$ cat src/rtl/mixed_fft_8_stream_ctrl_if.sv
// ----------------------------------------------------------------------------
// mixed_fft_8_stream_ctrl_if
//   Bundles every signal of the stream controller except clk and rst.
//   These signals are the input sample stream, the result stream, and the
//   start/done/external-memory port of the 8-point FFT core.
//
//   modport master : the stream controller. It drives s_ready, the m_*
//                    outputs, fft_start, fft_n, the ext_* outputs, busy and
//                    err.
//   modport slave  : the environment, i.e. the stream fabric plus the FFT
//                    core. It drives s_valid, s_data, m_ready, fft_done,
//                    fft_error and rd_data.
//
//   Parameters: ADDR_WIDTH (core address width), DATA_W (sample width).
// ----------------------------------------------------------------------------
interface mixed_fft_8_stream_ctrl_if #(
    parameter int ADDR_WIDTH = 3,
    parameter int DATA_W     = 24
);
    // input sample stream
    logic                  s_valid;
    logic                  s_ready;
    logic [DATA_W-1:0]     s_data;
    // result stream
    logic                  m_valid;
    logic                  m_ready;
    logic [DATA_W-1:0]     m_data;
    logic                  m_last;
    // core control
    logic                  fft_start;
    logic [ADDR_WIDTH:0]   fft_n;
    logic                  fft_done;
    logic                  fft_error;
    // core external memory port
    logic                  ext_wr_en;
    logic [ADDR_WIDTH-1:0] ext_wr_addr;
    logic [DATA_W-1:0]     ext_wr_data;
    logic                  ext_bank_sel;
    logic [ADDR_WIDTH-1:0] ext_rd_addr;
    logic                  ext_reading;
    logic [DATA_W-1:0]     rd_data;
    // status
    logic                  busy;
    logic                  err;

    modport master (
        input  s_valid, s_data, m_ready, fft_done, fft_error, rd_data,
        output s_ready, m_valid, m_data, m_last, fft_start, fft_n,
               ext_wr_en, ext_wr_addr, ext_wr_data, ext_bank_sel,
               ext_rd_addr, ext_reading, busy, err
    );

    modport slave (
        output s_valid, s_data, m_ready, fft_done, fft_error, rd_data,
        input  s_ready, m_valid, m_data, m_last, fft_start, fft_n,
               ext_wr_en, ext_wr_addr, ext_wr_data, ext_bank_sel,
               ext_rd_addr, ext_reading, busy, err
    );
endinterface

$ cat src/rtl/mixed_fft_8_stream_ctrl.sv
// ----------------------------------------------------------------------------
// mixed_fft_8_stream_ctrl
//   Host-side initiator for the load/unload ports of the 8-point FFT core.
//   A frame of MAX_N samples is taken from a valid/ready stream and written
//   into the core input bank in bit-reversed address order. The block then
//   pulses fft_start and waits for fft_done. After that it reads the result
//   bank sequentially and emits the results as a valid/ready stream, with
//   m_last marking the final beat of the frame.
//
//   Ports
//     clk  : clock
//     rst  : asynchronous, active-low reset
//     bus  : mixed_fft_8_stream_ctrl_if.master. It carries the s_* input
//            stream, the m_* output stream, fft_start/fft_n/fft_done/
//            fft_error, ext_wr_*/ext_bank_sel/ext_rd_addr/ext_reading/
//            rd_data, and the busy and err status flags.
//
//   Build option
//     FFT_TIMEOUT_EN : when defined, a watchdog counts cycles spent in
//                      WAIT_DONE. Reaching TIMEOUT_CYCLES without fft_done
//                      flags err and returns the block to IDLE. When not
//                      defined, WAIT_DONE waits for fft_done or fft_error
//                      with no time limit.
// ----------------------------------------------------------------------------
module mixed_fft_8_stream_ctrl #(
    parameter int   MAX_N          = 8,
    parameter int   ADDR_WIDTH     = 3,
    parameter int   RD_LAT         = 1,
    parameter int   DATA_W         = 24,
    parameter logic IN_BANK        = 1'b0,
    parameter logic OUT_BANK       = 1'b1,
    parameter int   TIMEOUT_CYCLES = 1024
) (
    input logic                       clk,
    input logic                       rst,
    mixed_fft_8_stream_ctrl_if.master bus
);

    localparam int LAT_W = (RD_LAT > 1) ? $clog2(RD_LAT) : 1;
    localparam logic [ADDR_WIDTH-1:0] LAST_IDX = ADDR_WIDTH'(MAX_N - 1);

    typedef enum logic [2:0] {
        IDLE,
        LOAD,
        START,
        WAIT_DONE,
        RD_ISSUE,
        RD_WAIT,
        OUT_HOLD
    } state_t;

    state_t state, next_state;

    logic [ADDR_WIDTH-1:0] in_cnt;
    logic [ADDR_WIDTH-1:0] rd_cnt;
    logic [LAT_W-1:0]      lat_cnt;

    logic                  vld_p1;
    logic [ADDR_WIDTH-1:0] wr_addr_p1;
    logic [DATA_W-1:0]     wr_data_p1;
    logic [DATA_W-1:0]     rd_data_p1;

    logic accept;
    logic last_in;
    logic last_out;
    logic lat_hit;
    logic out_hs;
    logic frame_err;
    logic to_hit;
    logic reading_next;

    function automatic logic [ADDR_WIDTH-1:0] bitrev(input logic [ADDR_WIDTH-1:0] a);
        logic [ADDR_WIDTH-1:0] r;
        for (int b = 0; b < ADDR_WIDTH; b++) begin
            r[b] = a[ADDR_WIDTH-1-b];
        end
        return r;
    endfunction

    assign accept   = bus.s_valid && bus.s_ready;
    assign last_in  = (in_cnt == LAST_IDX);
    assign last_out = (rd_cnt == LAST_IDX);
    assign lat_hit  = (lat_cnt == LAT_W'(RD_LAT - 1));
    assign out_hs   = bus.m_valid && bus.m_ready;

`ifdef FFT_TIMEOUT_EN
    localparam int TO_W = $clog2(TIMEOUT_CYCLES + 1);
    logic [TO_W-1:0] to_cnt;

    // Held at zero outside WAIT_DONE, so every wait starts counting from 0.
    always_ff @(posedge clk or negedge rst) begin
        if (!rst) begin
            to_cnt <= '0;
        end else if (state != WAIT_DONE) begin
            to_cnt <= '0;
        end else begin
            to_cnt <= to_cnt + 1'b1;
        end
    end

    assign to_hit = (state == WAIT_DONE) && (to_cnt == TO_W'(TIMEOUT_CYCLES - 1));
`else
    assign to_hit = 1'b0;
`endif

    always_ff @(posedge clk or negedge rst) begin
        if (!rst) begin
            state <= IDLE;
        end else begin
            state <= next_state;
        end
    end

    // Priority in WAIT_DONE: error beats done (same cycle), and done beats
    // a watchdog expiry that lands in the same cycle.
    always_comb begin
        next_state = state;
        frame_err  = 1'b0;
        unique case (state)
            IDLE:      if (accept) next_state = LOAD;
            LOAD:      if (accept && last_in) next_state = START;
            START: begin
                if (bus.fft_error) begin
                    frame_err  = 1'b1;
                    next_state = IDLE;
                end else begin
                    next_state = WAIT_DONE;
                end
            end
            WAIT_DONE: begin
                if (bus.fft_error) begin
                    frame_err  = 1'b1;
                    next_state = IDLE;
                end else if (bus.fft_done) begin
                    next_state = RD_ISSUE;
                end else if (to_hit) begin
                    frame_err  = 1'b1;
                    next_state = IDLE;
                end
            end
            RD_ISSUE:  next_state = RD_WAIT;
            RD_WAIT:   if (lat_hit) next_state = OUT_HOLD;
            OUT_HOLD:  if (out_hs) next_state = last_out ? IDLE : RD_ISSUE;
            default:   next_state = IDLE;
        endcase
    end

    assign reading_next = (next_state == RD_ISSUE) || (next_state == RD_WAIT) ||
                          (next_state == OUT_HOLD);

    // Load stage: an accepted beat appears on the core write port one cycle later.
    always_ff @(posedge clk or negedge rst) begin
        if (!rst) begin
            vld_p1     <= 1'b0;
            wr_addr_p1 <= '0;
            wr_data_p1 <= '0;
            in_cnt     <= '0;
        end else begin
            vld_p1 <= accept;
            if (accept) begin
                wr_addr_p1 <= bitrev(in_cnt);
                wr_data_p1 <= bus.s_data;
                in_cnt     <= last_in ? '0 : in_cnt + 1'b1;
            end
        end
    end

    // Unload stage: the read address is the beat counter itself. Data is
    // captured after RD_LAT wait cycles and held until the handshake.
    always_ff @(posedge clk or negedge rst) begin
        if (!rst) begin
            rd_cnt     <= '0;
            lat_cnt    <= '0;
            rd_data_p1 <= '0;
        end else begin
            if (state == WAIT_DONE && next_state == RD_ISSUE) begin
                rd_cnt <= '0;
            end else if (state == OUT_HOLD && out_hs) begin
                rd_cnt <= last_out ? '0 : rd_cnt + 1'b1;
            end
            if (state == RD_WAIT && !lat_hit) begin
                lat_cnt <= lat_cnt + 1'b1;
            end else begin
                lat_cnt <= '0;
            end
            if (state == RD_WAIT && lat_hit) begin
                rd_data_p1 <= bus.rd_data;
            end
        end
    end

    // Control outputs are registered from next_state, so each one changes
    // on the same edge as the state it belongs to.
    always_ff @(posedge clk or negedge rst) begin
        if (!rst) begin
            bus.s_ready      <= 1'b0;
            bus.busy         <= 1'b0;
            bus.err          <= 1'b0;
            bus.fft_start    <= 1'b0;
            bus.m_valid      <= 1'b0;
            bus.m_last       <= 1'b0;
            bus.ext_reading  <= 1'b0;
            bus.ext_bank_sel <= IN_BANK;
        end else begin
            bus.s_ready      <= (next_state == IDLE) || (next_state == LOAD);
            bus.busy         <= (next_state != IDLE);
            bus.fft_start    <= (state == START) && (next_state == WAIT_DONE);
            bus.m_valid      <= (next_state == OUT_HOLD);
            bus.m_last       <= (next_state == OUT_HOLD) && last_out;
            bus.ext_reading  <= reading_next;
            bus.ext_bank_sel <= reading_next ? OUT_BANK : IN_BANK;
            if (state == IDLE && accept) begin
                bus.err <= 1'b0;
            end else if (frame_err) begin
                bus.err <= 1'b1;
            end
        end
    end

    assign bus.ext_wr_en   = vld_p1;
    assign bus.ext_wr_addr = wr_addr_p1;
    assign bus.ext_wr_data = wr_data_p1;
    assign bus.ext_rd_addr = rd_cnt;
    assign bus.m_data      = rd_data_p1;
    assign bus.fft_n       = (ADDR_WIDTH + 1)'(MAX_N);

endmodule

$ cat src/flat_wrapper.sv
// flat-port wrapper written by rule: the top's interface ports become plain ports
module mixed_fft_8_stream_ctrl_flat 
#(
    parameter int   MAX_N          = 8,
    parameter int   ADDR_WIDTH     = 3,
    parameter int   RD_LAT         = 1,
    parameter int   DATA_W         = 24,
    parameter logic IN_BANK        = 1'b0,
    parameter logic OUT_BANK       = 1'b1,
    parameter int   TIMEOUT_CYCLES = 1024
)
  (clk, rst, bus_s_valid, bus_s_data, bus_m_ready, bus_fft_done, bus_fft_error, bus_rd_data, bus_s_ready, bus_m_valid, bus_m_data, bus_m_last, bus_fft_start, bus_fft_n, bus_ext_wr_en, bus_ext_wr_addr, bus_ext_wr_data, bus_ext_bank_sel, bus_ext_rd_addr, bus_ext_reading, bus_busy, bus_err);
  mixed_fft_8_stream_ctrl_if #(.ADDR_WIDTH(ADDR_WIDTH), .DATA_W(DATA_W)) bus_i ();
  input logic clk;
  input logic rst;
  input wire logic [$bits(bus_i.s_valid)-1:0] bus_s_valid;
  input wire logic [$bits(bus_i.s_data)-1:0] bus_s_data;
  input wire logic [$bits(bus_i.m_ready)-1:0] bus_m_ready;
  input wire logic [$bits(bus_i.fft_done)-1:0] bus_fft_done;
  input wire logic [$bits(bus_i.fft_error)-1:0] bus_fft_error;
  input wire logic [$bits(bus_i.rd_data)-1:0] bus_rd_data;
  output wire logic [$bits(bus_i.s_ready)-1:0] bus_s_ready;
  output wire logic [$bits(bus_i.m_valid)-1:0] bus_m_valid;
  output wire logic [$bits(bus_i.m_data)-1:0] bus_m_data;
  output wire logic [$bits(bus_i.m_last)-1:0] bus_m_last;
  output wire logic [$bits(bus_i.fft_start)-1:0] bus_fft_start;
  output wire logic [$bits(bus_i.fft_n)-1:0] bus_fft_n;
  output wire logic [$bits(bus_i.ext_wr_en)-1:0] bus_ext_wr_en;
  output wire logic [$bits(bus_i.ext_wr_addr)-1:0] bus_ext_wr_addr;
  output wire logic [$bits(bus_i.ext_wr_data)-1:0] bus_ext_wr_data;
  output wire logic [$bits(bus_i.ext_bank_sel)-1:0] bus_ext_bank_sel;
  output wire logic [$bits(bus_i.ext_rd_addr)-1:0] bus_ext_rd_addr;
  output wire logic [$bits(bus_i.ext_reading)-1:0] bus_ext_reading;
  output wire logic [$bits(bus_i.busy)-1:0] bus_busy;
  output wire logic [$bits(bus_i.err)-1:0] bus_err;
  assign bus_i.s_valid = bus_s_valid;
  assign bus_i.s_data = bus_s_data;
  assign bus_i.m_ready = bus_m_ready;
  assign bus_i.fft_done = bus_fft_done;
  assign bus_i.fft_error = bus_fft_error;
  assign bus_i.rd_data = bus_rd_data;
  assign bus_s_ready = bus_i.s_ready;
  assign bus_m_valid = bus_i.m_valid;
  assign bus_m_data = bus_i.m_data;
  assign bus_m_last = bus_i.m_last;
  assign bus_fft_start = bus_i.fft_start;
  assign bus_fft_n = bus_i.fft_n;
  assign bus_ext_wr_en = bus_i.ext_wr_en;
  assign bus_ext_wr_addr = bus_i.ext_wr_addr;
  assign bus_ext_wr_data = bus_i.ext_wr_data;
  assign bus_ext_bank_sel = bus_i.ext_bank_sel;
  assign bus_ext_rd_addr = bus_i.ext_rd_addr;
  assign bus_ext_reading = bus_i.ext_reading;
  assign bus_busy = bus_i.busy;
  assign bus_err = bus_i.err;
  mixed_fft_8_stream_ctrl #(.MAX_N(MAX_N), .ADDR_WIDTH(ADDR_WIDTH), .RD_LAT(RD_LAT), .DATA_W(DATA_W), .IN_BANK(IN_BANK), .OUT_BANK(OUT_BANK), .TIMEOUT_CYCLES(TIMEOUT_CYCLES)) u_core (.clk(clk), .rst(rst), .bus(bus_i));
endmodule
$ cat config.mk
export PLATFORM = sky130hd
export DESIGN_NAME = mixed_fft_8_stream_ctrl_flat
export DESIGN_NICKNAME = d
export VERILOG_FILES = /design/src/rtl/mixed_fft_8_stream_ctrl_if.sv /design/src/rtl/mixed_fft_8_stream_ctrl.sv /design/src/flat_wrapper.sv
export SDC_FILE = /design/constraint.sdc
export NUM_CORES = 1
export LEC_CHECK = 0
export BUFFER_PORTS_ARGS = -buffer_cell sky130_fd_sc_hd__buf_4
export CORE_MARGIN = 5
export CORE_UTILIZATION = 40
export DETAILED_ROUTE_END_ITERATION = 6
export PLACE_DENSITY_LB_ADDON = 0.3
export SLEW_MARGIN = 20
export SYNTH_ARGS = -nofsm -noshare
export SYNTH_HDL_FRONTEND = slang
export SYNTH_SLANG_ARGS = --single-unit
$ cat constraint.sdc
create_clock -name clk -period 2.35 [get_ports clk]
set_input_delay 0.235 -clock clk [delete_from_list [all_inputs] [get_ports clk]]
set_output_delay 0.235 -clock clk [all_outputs]
set_load 0.005 [all_outputs]
==> impl_metrics.json <==
{
  "power_mw": 4.56,
  "synth_warnings": 0,
  "power.density_mw_per_mm2": 1160,
  "crit_path_max_fanout": 4,
  "place.gp.congestion": 0.870,
  "insertion_delay_ps": 330,
  "cp.buffers_inverters": 0,
  "yosysSeqAreaShare_pct": 60.7,
  "cp.arrival_ps": 2090,
  "grt_pass1_vias": 2019,
  "die_area_mm2": 0.00890,
  "die_y_um": 94.4,
  "synth_cells": 186,
  "synth_edf_count": 0,
  "yosysTopAreaCellShare_pct": 60.7,
  "core_region_area_mm2": 0.00687,
  "r2r_end": "u_core.bus.busy",
  "syn_to_final_growth_pct": 38.3,
  "syn_avg_cell_area_um2": 15.3,
  "io_buffers": 116,
  "wl_mm": 6.01,
  "cts_root_buf": "clkbuf_8",
  "total_leakage_power_nw": 1.96,
  "rsz0062_at_grt": "false",
  "synth_top_area_cell": "dfrtp_1",
  "peakVddDrop_mv": 0.498,
  "crit_path_max_incr_delay_ps": 410,
  "start_util_pct": 41.4,
  "hold_violations": 0,
  "hpwl_mm": 4.32,
  "setup_tns_ps": 0,
  "cts_hold_buffers": 0,
  "nNetsFinal": 363,
  "fin_worst_skew_ps": 8.54,
  "first_iter_violations": 89,
  "cp-start-kind": "register",
  "first_pass_iters": 6,
  "drv_slew": 0,
  "yosys-top-cells-area": "dfrtp_1 61%, mux2_2 13%, mux2_4 11%, ha_1 1.8%, buf_4 1.6%",
  "std_cell_rows": 30,
  "slowest_stage": "dfrtp_1",
  "r2r_setup_slack_ps": 520,
  "h-tree-depth": 3,
  "grtUsageTotal_pct": 13.9,
  "drcViolationCount": 0,
  "via_count": 1893,
  "place_ws_ps": 575,
  "synth_area_mm2": 0.00285,
  "n_antenna_cell": 0,
  "via_per_inst": 4.66,
  "wl_per_cell_um": 14.8,
  "fin_crit_sh_pct": 77.9,
  "cts_buffer_depth": 2,
  "crit_family": "compound AO/OA/AOI/OAI gates",
  "ys.flop_type": "dfrtp_1",
  "criticalPathCategory": "reg -> reg",
  "numCtsBuffers": 9,
  "die-width_um": 94.4,
  "tritoncts": "yes",
  "overflow": 0,
  "crit_path_cell_trace": "ha_1 > ha_1 > a311o_1 > a221oi_1 > a311o_2 > nand4bb_1",
  "critPathRequiredTime_ps": 2610,
  "cts.sinks": 69,
  "io_pins": 121,
  "ctsResizeCount": 0,
  "worstMarginPinSlew_ps": 847,
  "cpMostUsedCell": "ha_1",
  "final_layout_size_suffix_gt1_share_pct": 61.3,
  "drv_cap": 0,
  "end_kind": "register",
  "antenna_found_initial": 0,
  "fmax_mhz": 547,
  "grt_max_degree": 70,
  "ys_ff_latch": 69,
  "worst_slack_ps": 520,
  "fin_crit_ps": 1830,
  "synth.distinct_cells": 33,
  "outcome": "complete, no violations",
  "rr_worst_depth": 6,
  "maxSlewHeadroom_pct": 43.5,
  "grt_pass1_wl_mm": 9.54,
  "reg2reg_from": "u_core.in_cnt[0]",
  "postCtsSetupBuffers": 0,
  "synthArstFlopShare_pct": 100,
  "ant_nets": 0,
  "holdCritPathClass": "in -> async",
  "path_clk_slew_ps": 70,
  "setup_viol": 0
}
through the flow:
stage / utilization, % / hold WS, ps / instance area [um2] / instances
3_5_place_dp: 54.7 / 411 / 3760 / 390
3_3_place_gp: 54.7 / 410 / 3760 / 390
2_1_floorplan: - / -60.6 / 2860 / 189
5_1_grt: 57.3 / 76.3 / 3940 / 406
6_report: 57.3 / 5.70 / 3940 / 406
4_1_cts: 57.3 / 44.4 / 3940 / 406
synthesized netlist by cell type, types with 2 or more instances:
cell type and instances:
nor3_1 3, nor2_1 8, mux2i_1 2, buf_4 6, ha_1 4, mux2_4 20, a21oi_1 4, nand2_1 4
conb_1 2, o21ai_0 3, buf_2 3, inv_1 3, buf_6 4, mux2_2 33, dfrtp_1 69
worst max path at each step:
stage | from | endpoint | slack [ps] | cells past startpoint
after floorplan | u_core.in_cnt[0] | u_core.bus.busy | 700 | 6
after global placement | u_core.in_cnt[0] | u_core.bus.busy | 620 | 6
after detailed placement | u_core.in_cnt[0] | u_core.bus.busy | 580 | 6
after CTS | u_core.in_cnt[0] | u_core.bus.busy | 530 | 6
after global routing | u_core.in_cnt[0] | u_core.bus.busy | 450 | 6
final | u_core.in_cnt[0] | u_core.bus.busy | 520 | 6
state kept, by name, summed over array words and instances, names as in the netlist, 3 cells and up:
signal,cells
u_core.state,3
u_core.bus.ext_wr_addr,3
u_core.bus.ext_wr_data,24
u_core.in_cnt,3
u_core.bus.ext_rd_addr,3
u_core.bus.m_data,24
kinds of logic (layout without fill, tap and decap cells):
family,after synthesis,in the layout,synth area share (%)
DFF,69,69,60.7
other,2,5,0.264
adders and majority gates,4,4,1.76
AOI/OAI and AO/OA,15,15,3.60
and+or+nand+nor,25,25,5.32
muxes,55,55,24.3
buffers and inverters,16,137,4.09
cell type report:
cell class	count	area [um2]
clock buffer	12	155
clock inverter	4	22.5
inverter	3	11.3
sequential	69	1730
timing repair buffer	118	886
multi-input combinational	104	1010
fill	588	2930
tap	96	120
power breakdown:
| part | total [mW] | internal, mW | switching (mW) |
|---|---|---|---|
| logic | 1.75 | 1.16 | 0.590 |
| clock network | 0.857 | 0.436 | 0.421 |
| registers | 1.95 | 1.65 | 0.299 |
per-layer routing:
metal	wire [um]	share of wire [%]	GRT usage, %	up-vias
li1	-	-	-	885
met5	0	0	0	-
met2	2640	44	20.8	98
met4	75	1.2	4.69	0
met1	2520	42	17.3	901
met3	770	13	7.09	9
cell usage in the layout, fill, tap and decap left out, drive strengths merged:
cell type / synthesis / routed
dfrtp: 69 / 69
or3b: 1 / 1
nand4: 1 / 1
a221oi: 1 / 1
and2b: 1 / 1
inv: 3 / 3
nor2: 8 / 8
a21o: 1 / 1
buf: 13 / 118
conb: 2 / 5
nor3: 3 / 3
and2: 2 / 2
clkinvlp: 0 / 1
a211o: 1 / 1
clkbuf: 0 / 12
nand2: 4 / 4
nor3b: 1 / 1
a311o: 2 / 2
mux2: 53 / 53
ha: 4 / 4
o21a: 1 / 1
o21ai: 3 / 3
or3: 1 / 1
nand4bb: 1 / 1
and4: 1 / 1
and3b: 1 / 1
a31oi: 1 / 1
mux2i: 2 / 2
o31ai: 1 / 1
a21oi: 4 / 4
clkinv: 0 / 3
No activity file was read; power rests on OpenSTA's default activity.
